### src/rtl/seq_det_pkg.sv
// rtl/seq_det_pkg.sv - shared types, defaults and helpers for the serial pattern detector
package seq_det_pkg;

    typedef enum logic {
        FILL  = 1'b0,
        ARMED = 1'b1
    } det_state_t;

    localparam int          DEF_PAT_W   = 4;
    localparam logic [3:0]  DEF_PAT_VAL = 4'b1010;

    // Lengths outside 1..max_len select the full pattern width.
    function automatic int clamp_len(input int len_v, input int max_len);
        if (len_v < 1 || len_v > max_len) begin
            return max_len;
        end
        return len_v;
    endfunction

endpackage

### src/rtl/seq_det_match_cmp.sv
// rtl/seq_det_match_cmp.sv - masked comparator of history against the low len pattern bits
module seq_det_match_cmp
    import seq_det_pkg::*;
#(
    parameter int PAT_W = DEF_PAT_W,
    parameter int LW    = $clog2(PAT_W + 1)
) (
    input  logic [PAT_W-1:0] hist,
    input  logic [PAT_W-1:0] pat,
    input  logic [LW-1:0]    len,
    output logic             eq
);

    logic [PAT_W-1:0] mask;

    always_comb begin
        mask = '0;
        for (int i = 0; i < PAT_W; i++) begin
            mask[i] = (len > LW'(i));
        end
    end

    assign eq = (((hist ^ pat) & mask) == '0);

endmodule

### src/rtl/seq_detector_param.sv
// rtl/seq_detector_param.sv - runtime-loadable serial pattern detector with Mealy/Moore outputs and match counter
module seq_detector_param
    import seq_det_pkg::*;
#(
    parameter int               PAT_W       = DEF_PAT_W,
    parameter logic [PAT_W-1:0] DEF_PATTERN = PAT_W'(DEF_PAT_VAL),
    parameter int               CNT_W       = 8
) (
    input  logic                       clk,
    input  logic                       rst,
    input  logic                       in_valid,
    input  logic                       in_seq,
    input  logic                       overlap_en,
    input  logic                       pattern_load,
    input  logic [PAT_W-1:0]           pattern_in,
    input  logic [$clog2(PAT_W+1)-1:0] len_in,
    input  logic                       count_clr,
    output logic                       match_mealy,
    output logic                       out_detect,
    output logic [CNT_W-1:0]           match_count
);

    localparam int LW = $clog2(PAT_W + 1);
    localparam logic [CNT_W-1:0] CNT_MAX = '1;

    det_state_t       state_q, state_d;
    logic [PAT_W-1:0] hist_q, hist_d, next_hist;
    logic [PAT_W-1:0] pat_q, pat_d;
    logic [LW-1:0]    len_q, len_d, len_clamped;
    logic [LW-1:0]    fill_q, fill_d, fill_sat;
    logic [CNT_W-1:0] count_d;
    logic             armed_next, eq;

    assign next_hist   = {hist_q[PAT_W-2:0], in_seq};
    assign len_clamped = LW'(clamp_len(int'(len_in), PAT_W));
    assign fill_sat    = (fill_q >= len_q) ? len_q : fill_q + LW'(1);
    assign armed_next  = (fill_sat == len_q);

    seq_det_match_cmp #(
        .PAT_W (PAT_W),
        .LW    (LW)
    ) u_cmp (
        .hist (next_hist),
        .pat  (pat_q),
        .len  (len_q),
        .eq   (eq)
    );

    // A load cycle discards its bit, and reset suppresses any match.
    assign match_mealy = !rst && in_valid && !pattern_load && armed_next && eq;

    always_comb begin
        state_d = state_q;
        hist_d  = hist_q;
        fill_d  = fill_q;
        pat_d   = pat_q;
        len_d   = len_q;
        count_d = match_count;

        if (pattern_load) begin
            pat_d   = pattern_in;
            len_d   = len_clamped;
            fill_d  = '0;
            state_d = FILL;
        end else if (in_valid) begin
            hist_d  = next_hist;
            fill_d  = fill_sat;
            state_d = armed_next ? ARMED : FILL;
            if (match_mealy && !overlap_en) begin
                fill_d  = '0;
                state_d = FILL;
            end
        end

        if (count_clr) begin
            count_d = '0;
        end else if (match_mealy && match_count != CNT_MAX) begin
            count_d = match_count + CNT_W'(1);
        end
    end

    always_ff @(posedge clk) begin
        if (rst) begin
            state_q     <= FILL;
            hist_q      <= '0;
            fill_q      <= '0;
            pat_q       <= DEF_PATTERN;
            len_q       <= LW'(PAT_W);
            out_detect  <= 1'b0;
            match_count <= '0;
        end else begin
            state_q     <= state_d;
            hist_q      <= hist_d;
            fill_q      <= fill_d;
            pat_q       <= pat_d;
            len_q       <= len_d;
            out_detect  <= match_mealy;
            match_count <= count_d;
        end
    end

endmodule

### config.mk
export PLATFORM = sky130hd
export DESIGN_NAME = seq_detector_param
export DESIGN_NICKNAME = d
export VERILOG_FILES = /design/src/rtl/seq_det_pkg.sv /design/src/rtl/seq_det_match_cmp.sv /design/src/rtl/seq_detector_param.sv
export SDC_FILE = /design/constraint.sdc
export NUM_CORES = 1
export LEC_CHECK = 0
export BUFFER_PORTS_ARGS = -buffer_cell sky130_fd_sc_hd__buf_2
export CORE_MARGIN = 4
export CORE_UTILIZATION = 55
export CTS_BUF_LIST = sky130_fd_sc_hd__clkbuf_16
export DETAILED_ROUTE_END_ITERATION = 8
export HOLD_SLACK_MARGIN = 0.05
export MAX_ROUTING_LAYER = met4
export PLACE_DENSITY = 0.86
export SLEW_MARGIN = 20
export SYNTH_ARGS = -nofsm -noshare
export SYNTH_HDL_FRONTEND = slang
export SYNTH_HIERARCHICAL = 1
export SYNTH_SLANG_ARGS = --single-unit
export TNS_END_PERCENT = 5
### constraint.sdc
create_clock -name clk -period 3.2 [get_ports clk]
set_input_delay 0.64 -clock clk [delete_from_list [all_inputs] [get_ports clk]]
set_output_delay 0.64 -clock clk [all_outputs]
set_load 0.005 [all_outputs]
-- Word level (Yosys, flattened, before mapping)
Cells that the tools add are included.
- add/sub/neg operators: 2
- magnitude comparators: 7
- eq/ne operators: 2
- muxes and demuxes: 5
- bitwise gates (word level): 3
- reductions and logical operators: 14
- operators with widths (operator ; number):
    $mux 3 ; 4
    $add 8x1->8 const B ; 1
    $ne 8x8->1 const B ; 1
    $gt 3x1->1 const B ; 2
    $gt 3x2->1 const B ; 2
    $logic_and 1x1->1 ; 6
    $and 4x4->4 ; 1
    $logic_not 4->1 ; 1
    $reduce_or 2->1 ; 2
    $xor 4x4->4 ; 1
    $add 3x1->3 const B ; 1
    $eq 3x3->1 ; 1
    $ge 3x3->1 ; 1
    $gt 3x3->1 const B ; 1
    $logic_not 1->1 ; 3
    $lt 3x1->1 const B ; 1
    $reduce_and 2->1 ; 1
    $logic_or 1x1->1 ; 1
    $mux 1 ; 1
    $not 1->1 ; 1
- flip-flop bits (word level): 22
- bits of input ports: 14
- logic and storage cells: 39

-- Depth between registers and ports, before layout
- depth in word-level cells: 7
- gate-level depth with buffers: 8

-- Modules after synthesis
The synthesis kept the hierarchy.
- modules (own cells, without submodules) (module ; times used ; cells each ; area an instance (um2) ; seq. area each (um2)):
    seq_detector_param ; 1 ; 124 ; 1112.3 ; 440.4
    seq_det_match_cmp ; 1 ; 9 ; 66.3 ; 0.0

-- Worst setup path after synthesis
Ideal clock, no wire load.
- path type: input to register
- start point: in in_seq
- end point: reg fill_q[2]
- library setup time: 0.142 ns
- arrival: 2.213 ns
- required time: 3.058 ns
- setup slack: 0.845 ns
- stages: 7
- path buffers: 0
- path through: xor2_1 -> a211o_1 -> o21ai_1 -> inv_1 -> o311ai_0 -> o31ai_1 -> o2bb2ai_1
- cells in the longest elaborated chain, start to end: 6
- RTL lines (element ; RTL line ; source):
    start: declaration ; seq_detector_param.sv:12 ; input logic in_seq,
    $xor 4x4->4 ; seq_det_match_cmp.sv:23 ; assign eq = (((hist ^ pat) & mask) == '0);
    $and 4x4->4 ; seq_det_match_cmp.sv:23 ;
    $logic_not 4->1 ; seq_det_match_cmp.sv:23 ;
    via eq ; seq_detector_param.sv:32 ; logic armed_next, eq;
    $logic_and 1x1->1 ; seq_detector_param.sv:50 ; assign match_mealy = !rst && in_valid && !pattern_load && armed_next && eq;
    $logic_and 1x1->1 ; seq_detector_param.sv:69 ; if (match_mealy && !overlap_en) begin
    $mux 3 ; seq_detector_param.sv:69 ;
    end signal: assignment ; seq_detector_param.sv:94 ; fill_q <= fill_d;
    end: declaration ; seq_detector_param.sv:30 ; logic [LW-1:0] fill_q, fill_d, fill_sat;
The timed path passes the listed nets, and every way through them passes these cells.
A chain may end at the register's enable or synchronous reset.

-- Worst setup path in the final report
- start point: reg len_q[2]
- end point: out match_mealy
- cells in the longest elaborated chain, start to end: 5
- elaborated cells between the ends (all ways): 11
- RTL lines (element ; RTL line ; source):
    start: declaration ; seq_detector_param.sv:29 ; logic [LW-1:0] len_q, len_d, len_clamped;
    start signal: assignment ; seq_detector_param.sv:88 ; len_q <= LW'(PAT_W);
    start signal: assignment ; seq_detector_param.sv:96 ; len_q <= len_d;
    $ge 3x3->1 ; seq_detector_param.sv:36 ; assign fill_sat = (fill_q >= len_q) ? len_q : fill_q + LW'(1);
    $mux 3 ; seq_detector_param.sv:36 ;
    $eq 3x3->1 ; seq_detector_param.sv:37 ; assign armed_next = (fill_sat == len_q);
    $logic_and 1x1->1 ; seq_detector_param.sv:50 ;
    $logic_and 1x1->1 * ; seq_detector_param.sv:50 ;
    end: declaration ; seq_detector_param.sv:18 ; output logic match_mealy,
Every way passes the cells marked *; elsewhere a longest branch is shown, timed or not.

==> qor.yml <==
logic_synthesis:
  synth_area_leaders: "dfxtp_1 (37%), mux2i_1 (5.9%), ha_1 (5.3%)"
  synth_ff_type: "dfxtp_1"
  synth.top_cell.area_share_pct: 37.4
  yosysWarnings: 6
  synth_edf_count: 0
  synth_cell_types: 35
  synth_largest_area_cell: "dfxtp_1"
  async_flop_share_pct: 0
  synth_fp_nets: 152
  syn_area_per_cell_um2: 8.86
  synth-seq-area-share_pct: 37.4
  synthCells: 133
  netlist_area_um2: 1180
  ys_seq_elements: 22
finish:
  fin_util_pct: 69.1
  layout-drive-gt1-share_pct: 18.6
  multiInputGateArea_um2: 682
  fill_cells: 169
  nNetsFinal: 176
  n_antenna_cell: 0
  regArea_um2: 440
  area_growth_pct: 17.4
  stdcell_count: 183
timing:
  max-slew-margin-rel_pct: 51.7
  whs_ns: 0.509
  fin_crit_ns: 2.68
  grt_setup_unrepaired: "false"
  setup_viol: 0
  fin_skew_ns: 0.00317
  fin_crit_sh_pct: 83.9
  finalSetupTns_ns: 0
  timing.fmax_ghz: 0.373
  drv_slew: 0
  worst_pin_slew_ns: 0.716
  finalHoldViolations: 0
worst_setup_path:
  crit_fanout: 6
  critPathKind: "reg -> out"
  r2r-start: "len_q[2]"
  critPathLaunchType: "flop"
  critPathArrivalTime_ns: 2.04
  crit_start: "len_q[2]"
  end_kind: "output pin"
  worstPathRequired_ns: 2.56
drt:
  first_pass_iters: 4
  drtIter0Drc: 24
  ant_nets: 0
  route.vias.total: 1071
  viasPerCell: 5.85
  wl_per_cell_um: 14.4
  drcViolationCount: 0
  wl_um: 2640
clocking:
  ctsResizeCount: 0
  cts.sinks: 22
  cts_max_level: 1
  clk_pin_slew_worst_paths_ns: 0.06
  hold_buffers: 0
  clock_path_buffers: 2
  root_buffer: "clkbuf_16"
  clkLatencyLatePin_ns: 0.26
  numCtsBuffers: 3
  postCtsSetupBuffers: 0
  cts_tree: "built"
pwr:
  peakVddDrop_mv: 0.363
  p_leak_nw: 0.608
  fin_total_pwr_w: 0.000623
  power_density_nw_per_um2: 450
min_path:
  worstHoldStart: "pat_q[1]"
  min-delay-path-class: "reg -> reg"
die:
  die_y_um: 54.3
  rows: 16
  start_util_pct: 58.9
  die_x_um: 54.3
  coreArea_um2: 2000
  io-pin-count: 24
  die-area_um2: 2950
place:
  place_congestion: 0.929
  hpwl_um: 1940
  dp.cells: 179
  port_buffers: 23
global_route:
  grt_pass1_wl_um: 4200
  first_global_vias: 938
  antenna_found_initial: 0
  overflow: 0
  grt_start_max_net_pins: 14
  grt_use_total_pct: 20.4
run:
  drv_cap: 0
outcome:
  status: "complete, no violations"
==> final timing paths <==
check / to / slack (ns) / depth (start not counted)
setup / recovery: match_mealy / 0.52 / 6
hold / removal: pat_q[1] / 0.51 / 2
setup reg to reg: match_count[7] / 0.78 / 7
hold reg to reg: pat_q[1] / 0.51 / 2
==> critical path: stages (launching register included) <==
cell and delay, ns:
dfxtp_1 0.43, inv_1 0.14, ha_1 0.32, nand2_1 0.07
o21ai_1 0.45, o211a_1 0.25, buf_2 0.12
==> cell type report <==
cell class	count	share of cell area [%]
clock inverter	1	0.271
inverter	9	2.44
sequential	22	31.8
timing repair buffer	23	8.32
clock buffer	3	5.42
multi-input combinational	98	49.3
tap	27	2.44
==> per-stage QoR <==
stage / setup WS [ns] / instance area, um^2
4_1_cts: 0.550 / 1380
5_1_grt: 0.460 / 1380
3_3_place_gp: 0.596 / 1310
6_report: 0.516 / 1380
2_1_floorplan: 0.845 / 1180
3_5_place_dp: 0.485 / 1310
==> cells in the final DEF, fill, tap and decap left out, drive strengths merged, types with 2 or more instances in the layout <==
cell,synthesis,routed
a211o,2,2
a21oi,10,10
buf,1,23
clkbuf,3,3
dfxtp,22,22
ha,5,5
inv,9,9
mux2i,7,7
nand2,7,7
nand3,4,4
nand4,2,2
nor2,15,15
nor2b,5,5
o211a,2,2
o211ai,2,2
o21ai,6,6
o22ai,2,2
o31ai,3,3
or3,4,4
or4,3,3
xnor2,2,2
xor2,5,5
==> per-layer routing <==
layer	global-route usage (%)	wire length [um]	up-vias
li1	-	-	526
met5	-	0	-
met2	33.9	1330	26
met4	9.96	53	0
met3	3.54	124	6
met1	23.7	1130	513
==> registers in the layout, indices dropped and copies added, names as in the netlist <==
signal / cells
out_detect: 1
len_q: 3
hist_q: 3
match_count: 8
pat_q: 4
fill_q: 3
==> report_power, final <==
part	internal [W]	total (W)	switching, W
logic	0.0000295	0.0000680	0.0000384
registers	0.000281	0.000289	0.00000773
clock network	0.000167	0.000266	0.0000995
total	0.000478	0.000623	0.000146
==> synthesized netlist by cell type (all sizes together) (3+ instances only) <==
cell	number
a21oi	10
o21ai	6
nor2	15
or4	3
xor2	5
or3	4
dfxtp	22
mux2i	7
clkbuf	3
nand2	7
inv	9
ha	5
nand3	4
nor2b	5
o31ai	3
==> kinds of logic (layout without fill, tap and decap cells) <==
family                   after synthesis  count (layout)  synth area share, %
XOR/XNOR                               8               8                 7.11
AND/OR/NAND/NOR                       45              45                 19.6
adder cells (fa/ha/maj)                5               5                 5.31
buffers and inverters                 13              36                 4.78
multiplexers                           7               7                 5.95
flip-flops                            22              22                 37.4
AO/OA/AOI/OAI                         33              33                 19.9
Power figures use the tool's default switching activity.
